`src/rtl/fifo_wr_arbiter.sv`:
```
// Round-robin arbiter that shares one synchronous FIFO write port among NUM_REQ requesters.
// Each word goes through select, write and response; overflowed or unanswered words are retried.
module fifo_wr_arbiter #(
    parameter int NUM_REQ    = 4,
    parameter int DATA_WIDTH = 16,
    parameter int CNT_WIDTH  = 8
) (
    input  logic                          clk_i,
    input  logic                          rst_i,
    input  logic [NUM_REQ-1:0]            req_i,
    input  logic [NUM_REQ*DATA_WIDTH-1:0] req_data_i,
    output logic [NUM_REQ-1:0]            done_o,
    output logic                          fifo_wr_en_o,
    output logic [DATA_WIDTH-1:0]         fifo_data_in_o,
    input  logic                          fifo_full_i,
    input  logic                          fifo_wr_ack_i,
    input  logic                          fifo_overflow_i,
    output logic [CNT_WIDTH-1:0]          ovf_count_o,
    output logic                          proto_err_o,
    output logic                          busy_o
);

    localparam int IDX_W = (NUM_REQ > 1) ? $clog2(NUM_REQ) : 1;

    typedef logic [IDX_W-1:0] idx_t;
    typedef enum logic [1:0] {
        IDLE  = 2'd0,
        WRITE = 2'd1,
        RESP  = 2'd2
    } state_t;

    state_t                state_q, state_d;
    idx_t                  winner_q, winner_d;
    idx_t                  rr_ptr_q, rr_ptr_d;
    logic                  lock_q, lock_d;
    logic                  wr_en_q, wr_en_d;
    logic [DATA_WIDTH-1:0] data_q, data_d;
    logic [NUM_REQ-1:0]    done_q, done_d;
    logic [CNT_WIDTH-1:0]  ovf_cnt_q, ovf_cnt_d;
    logic                  perr_q, perr_d;
    logic                  busy_q;

    logic [DATA_WIDTH-1:0] req_word [NUM_REQ];
    logic                  pick_valid;
    idx_t                  pick_idx;

    for (genvar g = 0; g < NUM_REQ; g++) begin : g_unpack
        assign req_word[g] = req_data_i[g*DATA_WIDTH +: DATA_WIDTH];
    end

    function automatic idx_t rr_index(input idx_t base, input int offset);
        int sum;
        sum = int'(base) + offset;
        if (sum >= NUM_REQ) begin
            sum = sum - NUM_REQ;
        end
        return idx_t'(sum);
    endfunction

    // First active request at or after rr_ptr, wrapping around.
    always_comb begin
        pick_valid = 1'b0;
        pick_idx   = '0;
        for (int k = 0; k < NUM_REQ; k++) begin
            if (!pick_valid && req_i[rr_index(rr_ptr_q, k)]) begin
                pick_valid = 1'b1;
                pick_idx   = rr_index(rr_ptr_q, k);
            end
        end
    end

    always_comb begin
        state_d   = state_q;
        winner_d  = winner_q;
        rr_ptr_d  = rr_ptr_q;
        lock_d    = lock_q;
        wr_en_d   = 1'b0;
        data_d    = data_q;
        done_d    = '0;
        ovf_cnt_d = ovf_cnt_q;
        perr_d    = perr_q;

        unique case (state_q)
            IDLE: begin
                if (!fifo_full_i) begin
                    if (lock_q) begin
                        state_d = WRITE;
                        wr_en_d = 1'b1;
                    end else if (pick_valid) begin
                        winner_d = pick_idx;
                        data_d   = req_word[pick_idx];
                        state_d  = WRITE;
                        wr_en_d  = 1'b1;
                    end
                end
            end

            WRITE: begin
                state_d = RESP;
            end

            RESP: begin
                state_d = IDLE;
                if (fifo_wr_ack_i) begin
                    done_d[winner_q] = 1'b1;
                    lock_d           = 1'b0;
                    if (winner_q == idx_t'(NUM_REQ - 1)) begin
                        rr_ptr_d = '0;
                    end else begin
                        rr_ptr_d = winner_q + idx_t'(1);
                    end
                end else begin
                    // Missing response is retried like an overflow but flagged instead of counted.
                    lock_d = 1'b1;
                    if (fifo_overflow_i) begin
                        if (ovf_cnt_q != {CNT_WIDTH{1'b1}}) begin
                            ovf_cnt_d = ovf_cnt_q + CNT_WIDTH'(1);
                        end
                    end else begin
                        perr_d = 1'b1;
                    end
                end
            end

            default: begin
                state_d = IDLE;
            end
        endcase
    end

    always_ff @(posedge clk_i) begin
        if (rst_i) begin
            state_q   <= IDLE;
            winner_q  <= '0;
            rr_ptr_q  <= '0;
            lock_q    <= 1'b0;
            wr_en_q   <= 1'b0;
            data_q    <= '0;
            done_q    <= '0;
            ovf_cnt_q <= '0;
            perr_q    <= 1'b0;
            busy_q    <= 1'b0;
        end else begin
            state_q   <= state_d;
            winner_q  <= winner_d;
            rr_ptr_q  <= rr_ptr_d;
            lock_q    <= lock_d;
            wr_en_q   <= wr_en_d;
            data_q    <= data_d;
            done_q    <= done_d;
            ovf_cnt_q <= ovf_cnt_d;
            perr_q    <= perr_d;
            busy_q    <= (state_d != IDLE);
        end
    end

    assign done_o         = done_q;
    assign fifo_wr_en_o   = wr_en_q;
    assign fifo_data_in_o = data_q;
    assign ovf_count_o    = ovf_cnt_q;
    assign proto_err_o    = perr_q;
    assign busy_o         = busy_q;

    a_wr_en_single: assert property (@(posedge clk_i) disable iff (rst_i)
        fifo_wr_en_o |=> !fifo_wr_en_o);
    a_done_onehot: assert property (@(posedge clk_i) disable iff (rst_i)
        $onehot0(done_o));

endmodule

```
`config.mk`:
```
export PLATFORM = sky130hd
export DESIGN_NAME = fifo_wr_arbiter
export DESIGN_NICKNAME = d
export VERILOG_FILES = /design/src/rtl/fifo_wr_arbiter.sv
export SDC_FILE = /design/constraint.sdc
export NUM_CORES = 1
export LEC_CHECK = 0
export CORE_MARGIN = 2
export CORE_UTILIZATION = 43
export CTS_CLUSTER_DIAMETER = 50
export DETAILED_ROUTE_END_ITERATION = 8
export HOLD_SLACK_MARGIN = 0.03
export PLACE_DENSITY = 0.92
export SKIP_CTS_REPAIR_TIMING = 1
export SLEW_MARGIN = 20
export SYNTH_ARGS = -nofsm -noshare
export SYNTH_HDL_FRONTEND = slang
export SYNTH_SLANG_ARGS = --single-unit
```
`constraint.sdc`:
```
create_clock -name clk_i -period 4.7 [get_ports clk_i]
set_input_delay 0.705 -clock clk_i [delete_from_list [all_inputs] [get_ports clk_i]]
set_output_delay 0.705 -clock clk_i [all_outputs]
set_load 0.02 [all_outputs]
```
# [Yosys cells after proc, flatten, opt, wreduce, memory -nomap -nowiden]
# Cells that the tools add are included.
[op_classes] add_sub_neg=9 magnitude_cmp=11 n_eq_ne=4 n_mux=33 bitwise=7 n_reduce_logical=15
[ops] op="$bmux 16 s2" n=1
[ops] op="$mux 16" n=2
[ops] op="$mux 2" n=12
[ops] op="$lt 2x3->1 const B" n=5
[ops] op="$ge 3x3->1 const B" n=4
[ops] op="$mux 1" n=12
[ops] op="$add 8x1->8 const B" n=1
[ops] op="$bmux 1 s2" n=4
[ops] op="$ne 8x8->1 const B" n=1
[ops] op="$reduce_and 4->1" n=2
[ops] op="$sub 2x1->2 const B" n=4
[ops] op="$add 2x2->3 const B" n=2
[ops] op="$not 1->1" n=6
[ops] op="$reduce_or 3->1" n=2
[ops] op="$eq 2x2->1 const B" n=2
[ops] op="$logic_and 1x1->1" n=4
[ops] op="$pmux 2 s2" n=1
[ops] op="$add 2x1->3 const B" n=1
[ops] op="$ge 2x3->1 const B" n=1
[ops] op="$logic_not 1->1" n=3
[ops] op="$not 2->3" n=1
[ops] op="$reduce_and 3->1" n=1
[ops] op="$add 2x1->2 const B" n=1
[ops] op="$demux 1 s2" n=1
[ops] op="other kinds (5)" n=5
[word_totals] register_bits=38 in_bits=73 word_cells=89

# [Longest topological paths before layout]
[depth] ltp_word=19 ltp_mapped=7 depth_no_buf=6

# [Least setup slack after synthesis]
# OpenSTA, ideal clock, no wires.
[synth_timing] path_kind="in2reg" startpoint="in req_i[0]" endpoint="reg data_q[10] (netlist: fifo_data_in_o[10])" setup_time_ns=0.128 arrival_time_ns=1.828 required_ns=4.572 slack_ns=2.745 cell_stages=7 path_cell_list="or4_4 nand2_2 nor2_4 nand2b_2 buf_6 buf_8 o221ai_2"
[synth_via] elab_chain_cells=16
[synth_rtl] item="start, declared" line_no="10" text="input logic [NUM_REQ-1:0] req_i,"
[synth_rtl] item="$bmux 1 s2" line_no="65" text="if (!pick_valid && req_i[rr_index(rr_ptr_q, k)]) begin"
[synth_rtl] item="$mux 1 (implied by the code)" line_no="65"
[synth_rtl] item="$mux 1" line_no="65"
[synth_rtl] item="$logic_not 1->1" line_no="65"
[synth_rtl] item="$logic_and 1x1->1" line_no="65"
[synth_rtl] item="$mux 1" line_no="65"
[synth_rtl] item="$logic_not 1->1" line_no="65"
[synth_rtl] item="$logic_and 1x1->1" line_no="65"
[synth_rtl] item="$mux 1" line_no="65"
[synth_rtl] item="$logic_not 1->1" line_no="65"
[synth_rtl] item="$logic_and 1x1->1" line_no="65"
[synth_rtl] item="$mux 2" line_no="65"
[synth_rtl] item="$not 2->3 (implied by the code)" line_no="91" text="data_d = req_word[pick_idx];"
[synth_rtl] item="$bmux 16 s2" line_no="91"
[synth_rtl] item="$mux 16 (implied by the code) (2 in series)" line_no="91"
[synth_rtl] item="end signal, assigned" line_no="149" text="data_q <= data_d;"
[synth_rtl] item="end, declared" line_no="37" text="logic [DATA_WIDTH-1:0] data_q, data_d;"
# Parallel ways exist; a longest one is shown, timed or not. The select of a mux whose other input is x is not followed.
# A chain may end at the register's enable or synchronous reset.

# [Worst setup path in the final report]
[layout_timing] startpoint="in req_i[0]" endpoint="reg data_q[5] (netlist: fifo_data_in_o[5])"
# Same word-level chain as after synthesis.

==> results.sh <==
export IMPL_dr_pass1_iters=4
export IMPL_tns_ns=0
export IMPL_end_kind="register"
export IMPL_hold_ws_ns=0.4708
export IMPL_timing_final_ws_setup_ns=1.936
export IMPL_ys_types=40
export IMPL_cellPowerDensity_mw_per_mm2=245.0
export IMPL_leakage_nw=1.120
export IMPL_r2r_end="fifo_data_in_o[5]"
export IMPL_synth_seq_cells=38
export IMPL_grt_pass1_wl_um=8914
export IMPL_htree_num_levels=2
export IMPL_worstHoldEndpoint="fifo_data_in_o[8]"
export IMPL_netlist_area_mm2=0.001997
export IMPL_antenna_found_initial=0
export IMPL_p_clk_frac=0.284
export IMPL_finalInstanceArea_mm2=0.003109
export IMPL_synthArstFlopShare=0
export IMPL_die_y_um=72.15
export IMPL_cp_required_ns=4.86
export IMPL_totalWireLength_um=5772
export IMPL_power_switching_w=0.0001982
export IMPL_cp_num_buf_inv=2
export IMPL_antenna_cells=0
export IMPL_fin_crit_ns=2.764
export IMPL_fin_crit_sh=0.5882
export IMPL_synth_top_area_frac=0.3810
export IMPL_slowest_delay_ns=0.63
export IMPL_ys_flop_type="dfxtp_1"
export IMPL_detail_route_antenna_nets=0
export IMPL_drive_above_1_share=0.09428
export IMPL_dieArea_mm2=0.005205
export IMPL_regToRegStartpoint="rr_ptr_q[1]"
export IMPL_combPwrFrac=0.256
export IMPL_cp_start_kind="input pin"
export IMPL_syn_inst=196
export IMPL_first_iter_violations=84
export IMPL_nets=376
export IMPL_drc_errors=0
export IMPL_floorplan_initialDensity=0.4524
export IMPL_fp_row_count=24
export IMPL_place_ws_ns=1.691
export IMPL_finalHoldViolations=0
export IMPL_crit_fanout=18
export IMPL_fmax_ghz=0.3617
export IMPL_grt_use_total=0.2224
export IMPL_place_gp_congestion=0.8625
export IMPL_cts_root_buf="clkbuf_8"
export IMPL_slew_headroom=0.4834
export IMPL_final_cell_mix="clkdlybuf4s50_1 (103), dfxtp_1 (38), mux2i_1 (34)"
export IMPL_min_path_type="reg -> reg"
export IMPL_p_int_w=0.0005636
export IMPL_r2r_cells=6
export IMPL_grt_pass1_vias=1862
export IMPL_port_buffers=103
export IMPL_avgSynthCellArea_um2=10.19
export IMPL_syn_num_nets=274
export IMPL_synth_area_top_cells="dfxtp_1 (38%), mux2i_1 (17%), o221ai_2 (8.3%)"
export IMPL_clock_sinks=38
export IMPL_crit_type="in -> reg"
export IMPL_wl_per_cell_um=16.54
export IMPL_rsz0062_at_grt="false"
export IMPL_fin_skew_ns=0.004927
export IMPL_area_delta_synth_final_pct=55.70
export IMPL_critPathArrivalTime_ns=2.92
export IMPL_yosys_area_top_type="dfxtp_1"
export IMPL_whs_path_depth=2
export IMPL_cp_slowest_cell="a21oi_4"
export IMPL_r2r_slack_ns=2.49
export IMPL_crit_chain="clkdlybuf4s50_1 > a21oi_1 > o21ai_1 > a21oi_4 > buf_4 > mux2i_1 > o221ai_2"
export IMPL_vdd_ir_drop_max_uv=145.2
export IMPL_worst_slew_pin_slew_ns=0.7724
export IMPL_fin_util=0.7044
export IMPL_p_seq_frac=0.460
export IMPL_grt_overflow=0
export IMPL_grt_max_degree=20
export IMPL_hpwl_um=4452
export IMPL_cts_max_path_buffers=2
export IMPL_seq_area_frac_synth=0.3810
export IMPL_outcome="finished, final reports clean"
export IMPL_maxCapViolations=0
export IMPL_clk_latency_ns=0.28
export IMPL_cts_buffers=5
export IMPL_cts_tree="built"
export IMPL_dpl_cell_area_mm2=0.003027
export IMPL_crit_family="compound AO/OA/AOI/OAI gates"
export IMPL_slew_violations=0
export IMPL_worstHoldStart="fifo_data_in_o[8]"
export IMPL_vias=1857
export IMPL_final_common_cell="clkdlybuf4s50_1"
export IMPL_setup_violations_final=0
export IMPL_core_area_mm2=0.004414
export IMPL_die_x_um=72.15
export IMPL_swShare=0.2602
export IMPL_clk_pin_slew_worst_paths_ns=0.07
export IMPL_ys_warn_count=0
export IMPL_synth_edff_count=0
export IMPL_viasPerCell=5.321
export IMPL_io_pin_count=104
final cells by class:
class | count | area (µm²)
well taps | 52 | 65.06
fillers | 324 | 1305
inverters | 8 | 30.03
clock buffers | 6 | 82.58
multi-input cells | 141 | 1132
flip-flops and latches | 38 | 760.7
repair buffers | 104 | 1039
per-stage QoR:
stage | power, W | instances
global route | 0.0007977 | 349
detailed placement | 0.0005522 | 343
floorplan | 0.0004505 | 196
global placement | 0.0005480 | 343
CTS | 0.0007687 | 349
finish | 0.0007618 | 349
kinds of logic after synthesis:
group	count (synthesis)	synth area share
fa+ha+maj	5	0.03133
simple gates	62	0.1623
mux	34	0.1704
flops	38	0.3810
xor+xnor	6	0.02632
compound gates	34	0.1767
buf+inv	17	0.05200
power by group through the flow:
stage,logic [W],clock network [W],registers (W)
CTS,0.000196,0.000223,0.000350
global placement,0.000191,0,0.000357
global route,0.000207,0.000238,0.000352
floorplan,0.0000763,0,0.000374
finish,0.000195,0.000217,0.000351
detailed placement,0.000195,0,0.000357
cell usage after synthesis, types with 2 or more instances:
library cell and number:
nand2b_1 2, a21oi_1 7, buf_2 2, a21oi_4 2
buf_6 2, o221ai_2 11, buf_4 3, o21ai_0 2
inv_1 8, o21a_1 2, ha_1 5, nand3_1 4
o221ai_1 5, nor2_1 15, xnor2_1 5, and2_1 4
nand2_1 20, mux2i_1 34, dfxtp_1 38, nor3_1 5
layer usage:
metal	track usage	routed length [µm]	share of wire
met4	0.1468	297	0.051
met1	0.2559	2287	0.40
met2	0.3721	2838	0.49
met3	0.04583	349	0.060
met5	0	0	0
worst max path at each step:
stage | startpoint | end | slack (ns) | cells after the start
2_1_floorplan | req_i[0] | fifo_data_in_o[10] | 2.74 | 7
3_3_place_gp | req_i[0] | fifo_data_in_o[5] | 1.74 | 7
3_5_place_dp | req_i[0] | fifo_data_in_o[5] | 1.69 | 7
4_1_cts | req_i[0] | fifo_data_in_o[5] | 1.98 | 7
5_1_grt | req_i[0] | fifo_data_in_o[3] | 1.83 | 7
6_report | req_i[0] | fifo_data_in_o[5] | 1.94 | 7
tightest hold or removal path, cell delays in order (launching register included):
cell and delay [ns]:
dfxtp_1 0.33, nand2_1 0.06, o221ai_2 0.05
registers in the layout, indices dropped and copies added (netlist names):
name            count
ovf_count_o         8
done_o              4
busy_o              1
lock_q              1
fifo_wr_en_o        1
fifo_data_in_o     16
proto_err_o         1
state_q             2
rr_ptr_q            2
winner_q            2
Power figures use the tool's default switching activity.
